$ cat config.mk
export PLATFORM = sky130hd
export DESIGN_NAME = bp_update_sched_flat
export DESIGN_NICKNAME = d
export VERILOG_FILES = /design/src/rtl/bp_update_sched_if.sv /design/src/rtl/bp_update_sched.sv /design/src/flat_wrapper.sv
export SDC_FILE = /design/constraint.sdc
export NUM_CORES = 2
export LEC_CHECK = 0
export CAP_MARGIN = 20
export CELL_PAD_IN_SITES_DETAIL_PLACEMENT = 0
export CELL_PAD_IN_SITES_GLOBAL_PLACEMENT = 2
export CORE_UTILIZATION = 35
export CTS_BUF_LIST = sky130_fd_sc_hd__clkbuf_8
export DETAILED_ROUTE_END_ITERATION = 7
export PLACE_DENSITY_LB_ADDON = 0.1
export RECOVER_POWER = 50
export REMOVE_ABC_BUFFERS = 1
export SYNTH_ARGS = -nofsm -noshare
export SYNTH_HDL_FRONTEND = slang
export SYNTH_SLANG_ARGS = --single-unit
$ cat constraint.sdc
create_clock -name clk -period 3.09 [get_ports clk]
set_input_delay 0.618 -clock clk [delete_from_list [all_inputs] [get_ports clk]]
set_output_delay 0.618 -clock clk [all_outputs]
set_load 0.05 [all_outputs]
$ cat src/rtl/bp_update_sched_if.sv
// Update-scheduler bus: resolved-branch updates in, predictor update ports out.
// The scheduler owns the slave side; the branch-resolution/predictor side owns master.
`ifndef INST_ADDR_WIDTH
`define INST_ADDR_WIDTH 32
`endif
`ifndef BP_GHR_BITS
`define BP_GHR_BITS 8
`endif

interface bp_update_sched_if #(
  parameter int GHR_BITS = `BP_GHR_BITS,
  parameter int DEPTH    = 8
);
  localparam int AW = `INST_ADDR_WIDTH;
  localparam int CW = $clog2(DEPTH) + 1;

  logic                flush;
  logic                stall;
  logic                in0_valid,     in1_valid;
  logic [AW-1:0]       in0_pc,        in1_pc;
  logic [AW-1:0]       in0_target,    in1_target;
  logic                in0_taken,     in1_taken;
  logic                in0_is_call,   in1_is_call;
  logic                in0_is_return, in1_is_return;
  logic [GHR_BITS-1:0] in0_hist,      in1_hist;
  logic                in_ready;
  logic                out0_valid,     out1_valid;
  logic [AW-1:0]       out0_pc,        out1_pc;
  logic [AW-1:0]       out0_target,    out1_target;
  logic                out0_taken,     out1_taken;
  logic                out0_is_call,   out1_is_call;
  logic                out0_is_return, out1_is_return;
  logic [GHR_BITS-1:0] out0_hist,      out1_hist;
  logic [CW-1:0]       count;
  logic                overflow_err;

  modport slave (
    input  flush, stall,
    input  in0_valid, in0_pc, in0_target, in0_taken, in0_is_call, in0_is_return, in0_hist,
    input  in1_valid, in1_pc, in1_target, in1_taken, in1_is_call, in1_is_return, in1_hist,
    output in_ready, count, overflow_err,
    output out0_valid, out0_pc, out0_target, out0_taken, out0_is_call, out0_is_return, out0_hist,
    output out1_valid, out1_pc, out1_target, out1_taken, out1_is_call, out1_is_return, out1_hist
  );

  modport master (
    output flush, stall,
    output in0_valid, in0_pc, in0_target, in0_taken, in0_is_call, in0_is_return, in0_hist,
    output in1_valid, in1_pc, in1_target, in1_taken, in1_is_call, in1_is_return, in1_hist,
    input  in_ready, count, overflow_err,
    input  out0_valid, out0_pc, out0_target, out0_taken, out0_is_call, out0_is_return, out0_hist,
    input  out1_valid, out1_pc, out1_target, out1_taken, out1_is_call, out1_is_return, out1_hist
  );
endinterface

$ cat src/rtl/bp_update_sched.sv
// Two-wide in-order queue of resolved-branch updates feeding the predictor's two update ports.
// One-cycle minimum latency; in_ready drops at DEPTH-1 entries, stall holds the drain side.
`ifndef INST_ADDR_WIDTH
`define INST_ADDR_WIDTH 32
`endif
`ifndef BP_GHR_BITS
`define BP_GHR_BITS 8
`endif

module bp_update_sched #(
  parameter int GHR_BITS = `BP_GHR_BITS,
  parameter int DEPTH    = 8
) (
  input logic               clk,
  input logic               rst,
  bp_update_sched_if.slave  bus
);
  localparam int AW = `INST_ADDR_WIDTH;
  localparam int PW = $clog2(DEPTH);
  localparam int CW = PW + 1;

  typedef struct packed {
    logic [AW-1:0]       pc;
    logic                taken;
    logic [AW-1:0]       target;
    logic [GHR_BITS-1:0] hist;
    logic                is_call;
    logic                is_return;
  } upd_t;

  upd_t          mem_q [DEPTH];
  upd_t          mem_d [DEPTH];
  logic [PW-1:0] wr_ptr_q, wr_ptr_d, rd_ptr_q, rd_ptr_d;
  logic [CW-1:0] count_q, count_d;
  logic          overflow_q, overflow_d;

  logic          in_ready;
  logic          push0, push1;
  logic [CW-1:0] n_push, n_pop;
  upd_t          in0_upd, in1_upd, head0, head1;
  logic          out0_valid, out1_valid;
  logic          unused_flush;

  // Redirects must not discard training data, so flush is deliberately ignored.
  assign unused_flush = bus.flush;

  always_comb begin
    in0_upd = '{pc: bus.in0_pc, taken: bus.in0_taken, target: bus.in0_target,
                hist: bus.in0_hist, is_call: bus.in0_is_call, is_return: bus.in0_is_return};
    in1_upd = '{pc: bus.in1_pc, taken: bus.in1_taken, target: bus.in1_target,
                hist: bus.in1_hist, is_call: bus.in1_is_call, is_return: bus.in1_is_return};

    // Ready comes from registered occupancy only, so two slots are always free when high.
    in_ready = (count_q <= CW'(DEPTH - 2));
    push0    = in_ready & bus.in0_valid;
    push1    = in_ready & bus.in1_valid;
    n_push   = CW'(push0) + CW'(push1);

    out0_valid = ~bus.stall & (count_q >= CW'(1));
    out1_valid = ~bus.stall & (count_q >= CW'(2));
    n_pop      = CW'(out0_valid) + CW'(out1_valid);

    mem_d = mem_q;
    if (push0) mem_d[wr_ptr_q] = in0_upd;
    if (push1) mem_d[wr_ptr_q + PW'(push0)] = in1_upd;

    wr_ptr_d   = wr_ptr_q + PW'(n_push);
    rd_ptr_d   = rd_ptr_q + PW'(n_pop);
    count_d    = count_q + n_push - n_pop;
    overflow_d = overflow_q | (~in_ready & (bus.in0_valid | bus.in1_valid));

    head0 = out0_valid ? mem_q[rd_ptr_q]           : '0;
    head1 = out1_valid ? mem_q[rd_ptr_q + PW'(1)]  : '0;
  end

  always_comb begin
    bus.in_ready       = in_ready;
    bus.count          = count_q;
    bus.overflow_err   = overflow_q;
    bus.out0_valid     = out0_valid;
    bus.out0_pc        = head0.pc;
    bus.out0_taken     = head0.taken;
    bus.out0_target    = head0.target;
    bus.out0_hist      = head0.hist;
    bus.out0_is_call   = head0.is_call;
    bus.out0_is_return = head0.is_return;
    bus.out1_valid     = out1_valid;
    bus.out1_pc        = head1.pc;
    bus.out1_taken     = head1.taken;
    bus.out1_target    = head1.target;
    bus.out1_hist      = head1.hist;
    bus.out1_is_call   = head1.is_call;
    bus.out1_is_return = head1.is_return;
  end

  always_ff @(posedge clk or posedge rst) begin
    if (rst) begin
      wr_ptr_q   <= '0;
      rd_ptr_q   <= '0;
      count_q    <= '0;
      overflow_q <= 1'b0;
    end else begin
      wr_ptr_q   <= wr_ptr_d;
      rd_ptr_q   <= rd_ptr_d;
      count_q    <= count_d;
      overflow_q <= overflow_d;
    end
  end

  // Payload storage is validated by the pointers, so it carries no reset.
  always_ff @(posedge clk) begin
    mem_q <= mem_d;
  end
endmodule

$ cat src/flat_wrapper.sv
// flat-port wrapper written by rule: the top's interface ports become plain ports
module bp_update_sched_flat 
#(
  parameter int GHR_BITS = `BP_GHR_BITS,
  parameter int DEPTH    = 8
)
  (clk, rst, bus_flush, bus_stall, bus_in0_valid, bus_in0_pc, bus_in0_target, bus_in0_taken, bus_in0_is_call, bus_in0_is_return, bus_in0_hist, bus_in1_valid, bus_in1_pc, bus_in1_target, bus_in1_taken, bus_in1_is_call, bus_in1_is_return, bus_in1_hist, bus_in_ready, bus_count, bus_overflow_err, bus_out0_valid, bus_out0_pc, bus_out0_target, bus_out0_taken, bus_out0_is_call, bus_out0_is_return, bus_out0_hist, bus_out1_valid, bus_out1_pc, bus_out1_target, bus_out1_taken, bus_out1_is_call, bus_out1_is_return, bus_out1_hist);
  bp_update_sched_if #(.GHR_BITS(GHR_BITS), .DEPTH(DEPTH)) bus_i ();
  input logic clk;
  input logic rst;
  input wire logic [$bits(bus_i.flush)-1:0] bus_flush;
  input wire logic [$bits(bus_i.stall)-1:0] bus_stall;
  input wire logic [$bits(bus_i.in0_valid)-1:0] bus_in0_valid;
  input wire logic [$bits(bus_i.in0_pc)-1:0] bus_in0_pc;
  input wire logic [$bits(bus_i.in0_target)-1:0] bus_in0_target;
  input wire logic [$bits(bus_i.in0_taken)-1:0] bus_in0_taken;
  input wire logic [$bits(bus_i.in0_is_call)-1:0] bus_in0_is_call;
  input wire logic [$bits(bus_i.in0_is_return)-1:0] bus_in0_is_return;
  input wire logic [$bits(bus_i.in0_hist)-1:0] bus_in0_hist;
  input wire logic [$bits(bus_i.in1_valid)-1:0] bus_in1_valid;
  input wire logic [$bits(bus_i.in1_pc)-1:0] bus_in1_pc;
  input wire logic [$bits(bus_i.in1_target)-1:0] bus_in1_target;
  input wire logic [$bits(bus_i.in1_taken)-1:0] bus_in1_taken;
  input wire logic [$bits(bus_i.in1_is_call)-1:0] bus_in1_is_call;
  input wire logic [$bits(bus_i.in1_is_return)-1:0] bus_in1_is_return;
  input wire logic [$bits(bus_i.in1_hist)-1:0] bus_in1_hist;
  output wire logic [$bits(bus_i.in_ready)-1:0] bus_in_ready;
  output wire logic [$bits(bus_i.count)-1:0] bus_count;
  output wire logic [$bits(bus_i.overflow_err)-1:0] bus_overflow_err;
  output wire logic [$bits(bus_i.out0_valid)-1:0] bus_out0_valid;
  output wire logic [$bits(bus_i.out0_pc)-1:0] bus_out0_pc;
  output wire logic [$bits(bus_i.out0_target)-1:0] bus_out0_target;
  output wire logic [$bits(bus_i.out0_taken)-1:0] bus_out0_taken;
  output wire logic [$bits(bus_i.out0_is_call)-1:0] bus_out0_is_call;
  output wire logic [$bits(bus_i.out0_is_return)-1:0] bus_out0_is_return;
  output wire logic [$bits(bus_i.out0_hist)-1:0] bus_out0_hist;
  output wire logic [$bits(bus_i.out1_valid)-1:0] bus_out1_valid;
  output wire logic [$bits(bus_i.out1_pc)-1:0] bus_out1_pc;
  output wire logic [$bits(bus_i.out1_target)-1:0] bus_out1_target;
  output wire logic [$bits(bus_i.out1_taken)-1:0] bus_out1_taken;
  output wire logic [$bits(bus_i.out1_is_call)-1:0] bus_out1_is_call;
  output wire logic [$bits(bus_i.out1_is_return)-1:0] bus_out1_is_return;
  output wire logic [$bits(bus_i.out1_hist)-1:0] bus_out1_hist;
  assign bus_i.flush = bus_flush;
  assign bus_i.stall = bus_stall;
  assign bus_i.in0_valid = bus_in0_valid;
  assign bus_i.in0_pc = bus_in0_pc;
  assign bus_i.in0_target = bus_in0_target;
  assign bus_i.in0_taken = bus_in0_taken;
  assign bus_i.in0_is_call = bus_in0_is_call;
  assign bus_i.in0_is_return = bus_in0_is_return;
  assign bus_i.in0_hist = bus_in0_hist;
  assign bus_i.in1_valid = bus_in1_valid;
  assign bus_i.in1_pc = bus_in1_pc;
  assign bus_i.in1_target = bus_in1_target;
  assign bus_i.in1_taken = bus_in1_taken;
  assign bus_i.in1_is_call = bus_in1_is_call;
  assign bus_i.in1_is_return = bus_in1_is_return;
  assign bus_i.in1_hist = bus_in1_hist;
  assign bus_in_ready = bus_i.in_ready;
  assign bus_count = bus_i.count;
  assign bus_overflow_err = bus_i.overflow_err;
  assign bus_out0_valid = bus_i.out0_valid;
  assign bus_out0_pc = bus_i.out0_pc;
  assign bus_out0_target = bus_i.out0_target;
  assign bus_out0_taken = bus_i.out0_taken;
  assign bus_out0_is_call = bus_i.out0_is_call;
  assign bus_out0_is_return = bus_i.out0_is_return;
  assign bus_out0_hist = bus_i.out0_hist;
  assign bus_out1_valid = bus_i.out1_valid;
  assign bus_out1_pc = bus_i.out1_pc;
  assign bus_out1_target = bus_i.out1_target;
  assign bus_out1_taken = bus_i.out1_taken;
  assign bus_out1_is_call = bus_i.out1_is_call;
  assign bus_out1_is_return = bus_i.out1_is_return;
  assign bus_out1_hist = bus_i.out1_hist;
  bp_update_sched #(.GHR_BITS(GHR_BITS), .DEPTH(DEPTH)) u_core (.clk(clk), .rst(rst), .bus(bus_i));
endmodule
# After elaboration in Yosys (flattened, before gate mapping)
# Index checks and enable logic that the tools add are counted.
# totals
reg_bits,611
# classes
muxes,16
reduce_logical,2
addsub,8
n_lt_le_gt_ge,9
n_bitwise,13
# op_table
cell,count
600-bit bitwise mux,2
600-bit two-way mux,2
75-bit two-way mux,8
75-bit binary-select mux with 3-bit select,2
75-bit demux with 3-bit select,2
4-bit greater-or-equal comparator (second input constant),4
3-bit inverter with 4-bit output,4
4-bit by 1-bit less-than comparator with 1-bit output (second input constant),2
3-bit adder,2
1-bit bitwise AND,5
1-bit by 1-bit adder with 2-bit output,2
4-bit adder,1
4-bit by 1-bit greater-or-equal comparator with 1-bit output (second input constant),1
4-bit by 2-bit greater-or-equal comparator with 1-bit output (second input constant),1
4-bit by 3-bit less-or-equal comparator with 1-bit output (second input constant),1
4-bit subtractor,1
3-bit by 1-bit adder with 3-bit output,1
3-bit by 1-bit adder with 3-bit output (second input constant),1
1-bit logical AND,2
1-bit inverter,2
1-bit OR,2

# Longest topological paths before layout
# depth
depth_word,10
ltp_mapped,14
ltp_nobuf,12

# Least setup slack after synthesis
# Ideal clock, no wire load.
# synth_timing
path_kind,reg2reg
startpoint,"register u_core.count_q[2], in the netlist u_core.bus.count[2]"
endpoint,"register u_core.count_q[2], in the netlist u_core.bus.count[2]"
stages_incl_launch_ff,14
period_less_slack_ns,3.621
n_path_buf,2
path_slack_ns,-0.531
t_arrival_ns,3.498
path_cell_list,dfrtp_1 > inv_1 > ha_1 > a21o_1 > o21a_1 > clkbuf_1 > buf_1 > inv_1 > ha_1 > ha_1 > inv_1 > ha_1 > fa_1 > xor2_1
# synth_rtl
element,line,source
"start, declared",bp_update_sched.sv:34,"logic [CW-1:0] count_q, count_d;"
"start signal, assigned",bp_update_sched.sv:105,count_q <= count_d;
4-bit by 1-bit greater-or-equal comparator with 1-bit output,bp_update_sched.sv:59,out0_valid = ~bus.stall & (count_q >= CW'(1));
1-bit bitwise AND,bp_update_sched.sv:59,
via bus_out0_valid,flat_wrapper.sv:30,output wire logic [$bits(bus_i.out0_valid)-1:0] bus_out0_valid;
1-bit by 1-bit adder with 2-bit output,bp_update_sched.sv:61,n_pop = CW'(out0_valid) + CW'(out1_valid);
4-bit subtractor,bp_update_sched.sv:69,count_d = count_q + n_push - n_pop;
via u_core.count_d[2],bp_update_sched.sv:34,
# The timed path passes the listed nets, and every way through them passes these cells.

# Worst setup path in the final report
# layout_timing
startpoint,register u_core.rd_ptr_q[1]
endpoint,output bus_out1_pc[27]
# layout_via
elab_chain_cells,6
# layout_rtl
element,line,source
"start, declared",bp_update_sched.sv:33,"logic [PW-1:0] wr_ptr_q, wr_ptr_d, rd_ptr_q, rd_ptr_d;"
"start signal, assigned",bp_update_sched.sv:104,rd_ptr_q <= rd_ptr_d;
3-bit by 1-bit adder with 3-bit output,bp_update_sched.sv:73,head1 = out1_valid ? mem_q[rd_ptr_q + PW'(1)] : '0;
3-bit inverter with 4-bit output (not written as such),bp_update_sched.sv:73,
75-bit binary-select mux with 3-bit select,bp_update_sched.sv:73,
75-bit two-way mux (not written as such) (2 in series),bp_update_sched.sv:73,
75-bit two-way mux,bp_update_sched.sv:73,
"end, declared",flat_wrapper.sv:38,output wire logic [$bits(bus_i.out1_pc)-1:0] bus_out1_pc;
# Every way passes these cells. The select of a mux whose other input is x is not followed.

==> results.sh <==
export IMPL_max_freq_mhz=276.3
export IMPL_proportion_of_layout_cells_with_a_drive_suffix_above_1=0.4471
export IMPL_synth_edf_count=0
export IMPL_final_critical_path_setup_slack_ns=-0.5298
export IMPL_critical_path_n_buffers_inverters=4
export IMPL_slew_headroom=0.4345
export IMPL_tritoncts="done"
export IMPL_cp_slowest_cell="mux4_2"
export IMPL_global_route_wire_length_before_repair_microns=226600
export IMPL_via_total_after_detailed_routing=30226
export IMPL_htree_levels=3
export IMPL_drt_initial_drc_count=2337
export IMPL_post_route_util=0.4550
export IMPL_worst_hold_path_type="in2async"
export IMPL_first_global_vias=31769
export IMPL_final_setup_skew_ns=0.03240
export IMPL_violated_checks="setup timing"
export IMPL_required_ns=2.47
export IMPL_nNetsFinal=3592
export IMPL_timing_setup_tns_ns=-70.63
export IMPL_criticalPathCategory="reg2out"
export IMPL_skew_pair_late_insertion_delay_ns=0.79
export IMPL_postRouteWirelength_microns=157100
export IMPL_fin_crit_sh=1.171
export IMPL_numClockSinks=611
export IMPL_detailedRoute_firstPassIterationCount=5
export IMPL_rsz0062_at_grt="true"
export IMPL_synth_cell_type_count=42
export IMPL_p_clk_frac=0.111
export IMPL_signal_arrival_time_at_the_worst_endpoint_ns=3.00
export IMPL_worst_r2r_cell_count=13
export IMPL_antenna_found_initial=21
export IMPL_cts_hold_buffers_added=0
export IMPL_p_sw_frac=0.4319
export IMPL_pin_count_of_the_biggest_net_entering_global_routing=76
export IMPL_transition_at_the_pin_with_the_smallest_max_transition_slack_ns=0.8483
export IMPL_synth_commonest_cells="600 x dfxtp_1, 600 x o2bb2ai_1, 462 x mux2_2"
export IMPL_place_hpwl_microns=89940
export IMPL_row_count=118
export IMPL_chipWidth_microns=325.1
export IMPL_drv_cap=0
export IMPL_drt_drc_violations_left=0
export IMPL_combPwrFrac=0.676
export IMPL_buffer_cell_driving_the_clock_tree_root="clkbuf_8"
export IMPL_die_height_microns=325.1
export IMPL_intPower_mw=40.97
export IMPL_routed_via_density=6.175
export IMPL_synth_top_cell_area_share=0.3287
export IMPL_synthFlopType="dfxtp_1"
export IMPL_area_growth_pct=28.89
export IMPL_main_area_contributors_after_synthesis="dfxtp_1 33%, mux4_2 18%, o2bb2ai_1 14%, mux2_2 14%, mux2_1 2.6%"
export IMPL_globalRoute_totalOverflow=0
export IMPL_design_core_area_sq_mm=0.1035
export IMPL_worst_path_largest_cell_delay_ns=0.51
export IMPL_p_switching_mw=31.15
export IMPL_cpLargestDelayFamily="buffers and inverters"
export IMPL_post_synth_inst_count=3048
export IMPL_floorplan_die_area_sq_mm=0.1057
export IMPL_post_synth_top_area_cell="dfxtp_1"
export IMPL_yosys_warnings=0
export IMPL_nature_of_the_critical_path_endpoint="output port"
export IMPL_cp_start_kind="register"
export IMPL_outcome="finished, violations left"
export IMPL_initial_utilization=0.3531
export IMPL_final_min_clock_period_ns=3.620
export IMPL_final_antenna_net_count=0
export IMPL_dpl_cell_count=4592
export IMPL_finalNonFillerCells=4895
export IMPL_power_sequential_fraction=0.212
export IMPL_count_of_endpoints_failing_hold_in_the_final_timing_report=0
export IMPL_numCtsBuffers=118
export IMPL_setup_violations_final=294
export IMPL_routed_top_layer="met5"
export IMPL_power_per_cell_area_mw_per_mm2=1531
export IMPL_avg_cell_area_syn_sq_um=11.99
export IMPL_r2r_start="u_core.bus.count[3]"
export IMPL_setup_worst_path_start="u_core.rd_ptr_q[1]"
export IMPL_ir_drop_mv=0.8942
export IMPL_wl_met2_microns=73090
export IMPL_synth_async_reset_ratio=0.01800
export IMPL_io_pin_count=314
export IMPL_detailroute_wirelength_met3_microns=10570
export IMPL_detail_route_wirelength_met1_microns=67200
export IMPL_synth_sequential_area_ratio=0.3363
export IMPL_finalMaxSlewViolations=0
export IMPL_detail_route_wl_per_cell_microns=32.09
export IMPL_peak_fanout_along_the_critical_path=8
export IMPL_syn_area_sq_mm=0.03654
export IMPL_pre_cts_ws_ns=-0.03059
export IMPL_path_cells="ha_4 -> buf_6 -> buf_12 -> buf_12 -> mux4_2 -> nand2_1 -> a21oi_1 -> buf_6"
export IMPL_ctsLongestPathBuffers=3
export IMPL_gp_congestion=0.7870
export IMPL_grt_total_usage=0.2906
export IMPL_cts_reportedPaths_clkPinSlew_ns=0.06
export IMPL_cp_num_cells=8
export IMPL_postSynthRegisterBits=611
export IMPL_port_buffer_count=312
export IMPL_leak_pwr_nw=18.22
-- worst register-to-register path, delay by kind of cell (launching register included) --
kind | cells | cell delay [ns]
DFF | 1 | 0.38
xor gates and xnor gates | 1 | 0.19
muxes | 1 | 0.36
AOI/OAI and AO/OA | 1 | 0.24
buffers and inverters | 4 | 0.95
and+or+nand+nor | 4 | 0.62
adders and majority gates | 2 | 0.40
-- power groups by stage --
stage / Sequential, mW / Clock, mW / Combinational (mW)
final: 15.3 / 8.02 / 48.8
after detailed placement: 15.2 / 0 / 41.7
after CTS: 15.1 / 8.20 / 48.7
after floorplan: 15.0 / 0 / 24.0
after global routing: 15.7 / 8.53 / 51.2
after global placement: 14.9 / 0 / 41.2
-- final timing paths --
kind / endpoint / slack, ns
setup / recovery: bus_out1_pc[27] / -0.53
hold / removal: u_core.bus.overflow_err / 0.41
setup reg to reg: u_core.mem_q[542] / -0.16
hold reg to reg: u_core.bus.overflow_err / 0.47
max in group asynchronous: u_core.rd_ptr_q[1] / 2.14
min in group clk: u_core.bus.overflow_err / 0.47
-- layout by cell type, fill, tap and decap left out, types with 38 or more instances in the layout --
cell,synthesis,routed
clkbuf_8,0,148
mux4_2,300,300
dfxtp_1,600,600
mux2_1,83,83
mux2_4,55,55
nand2_2,0,64
buf_16,0,42
mux2i_1,75,58
clkdlybuf4s50_1,0,153
buf_6,43,135
nand2_1,225,161
nor2_1,79,53
a21oi_2,0,38
nand2b_1,75,75
mux2_2,462,462
buf_4,15,102
inv_1,10,53
buf_12,0,99
o2bb2ai_1,600,600
-- cell type report --
| cell class | instances | area (sq um) |
|---|---|---|
| sequential | 611 | 12300 |
| multi-input combinational | 2101 | 23070 |
| antenna | 10 | 25.02 |
| timing repair buffer | 578 | 7652 |
| inverter | 10 | 37.54 |
| clock inverter | 57 | 242.7 |
| fill | 9438 | 56400 |
| tap | 1380 | 1727 |
| clock buffer | 148 | 2037 |
-- flip-flops by register name (all words and copies together) (netlist names) --
signal	flops
u_core.mem_q	600
u_core.bus.count	4
u_core.wr_ptr_q	3
u_core.bus.overflow_err	1
u_core.rd_ptr_q	3
-- per-stage QoR --
step	hold WS [ns]	power [mW]	instance area, sq um
2_1_floorplan	0.4704	38.98	34740
5_1_grt	0.4060	75.38	47090
6_report	0.4051	72.11	47100
3_3_place_gp	0.4668	56.08	41950
3_5_place_dp	0.4757	56.89	41950
4_1_cts	0.2126	72.01	47060
-- routing by layer --
layer,track usage,vias up
li1,-,12767
met1,0.3852,15728
met2,0.4632,1346
met3,0.05647,359
met4,0.1176,26
met5,0,-
-- timing repair --
item	CTS	global route
buffers inserted	44	8
pin swaps	64	25
cloned	43	0
setup endpoints to repair	151	154
resized for setup	318	95
-- logic make-up after synthesis --
logic type,after synthesis,share of synthesized area
multiplexers,975,0.3960
AO/OA/AOI/OAI,683,0.1557
flip-flops,611,0.3363
AND/OR/NAND/NOR,415,0.05239
buffers and inverters,336,0.05034
adder cells (fa/ha/maj),16,0.005890
XOR/XNOR,12,0.003390
Power figures use the tool's default switching activity.
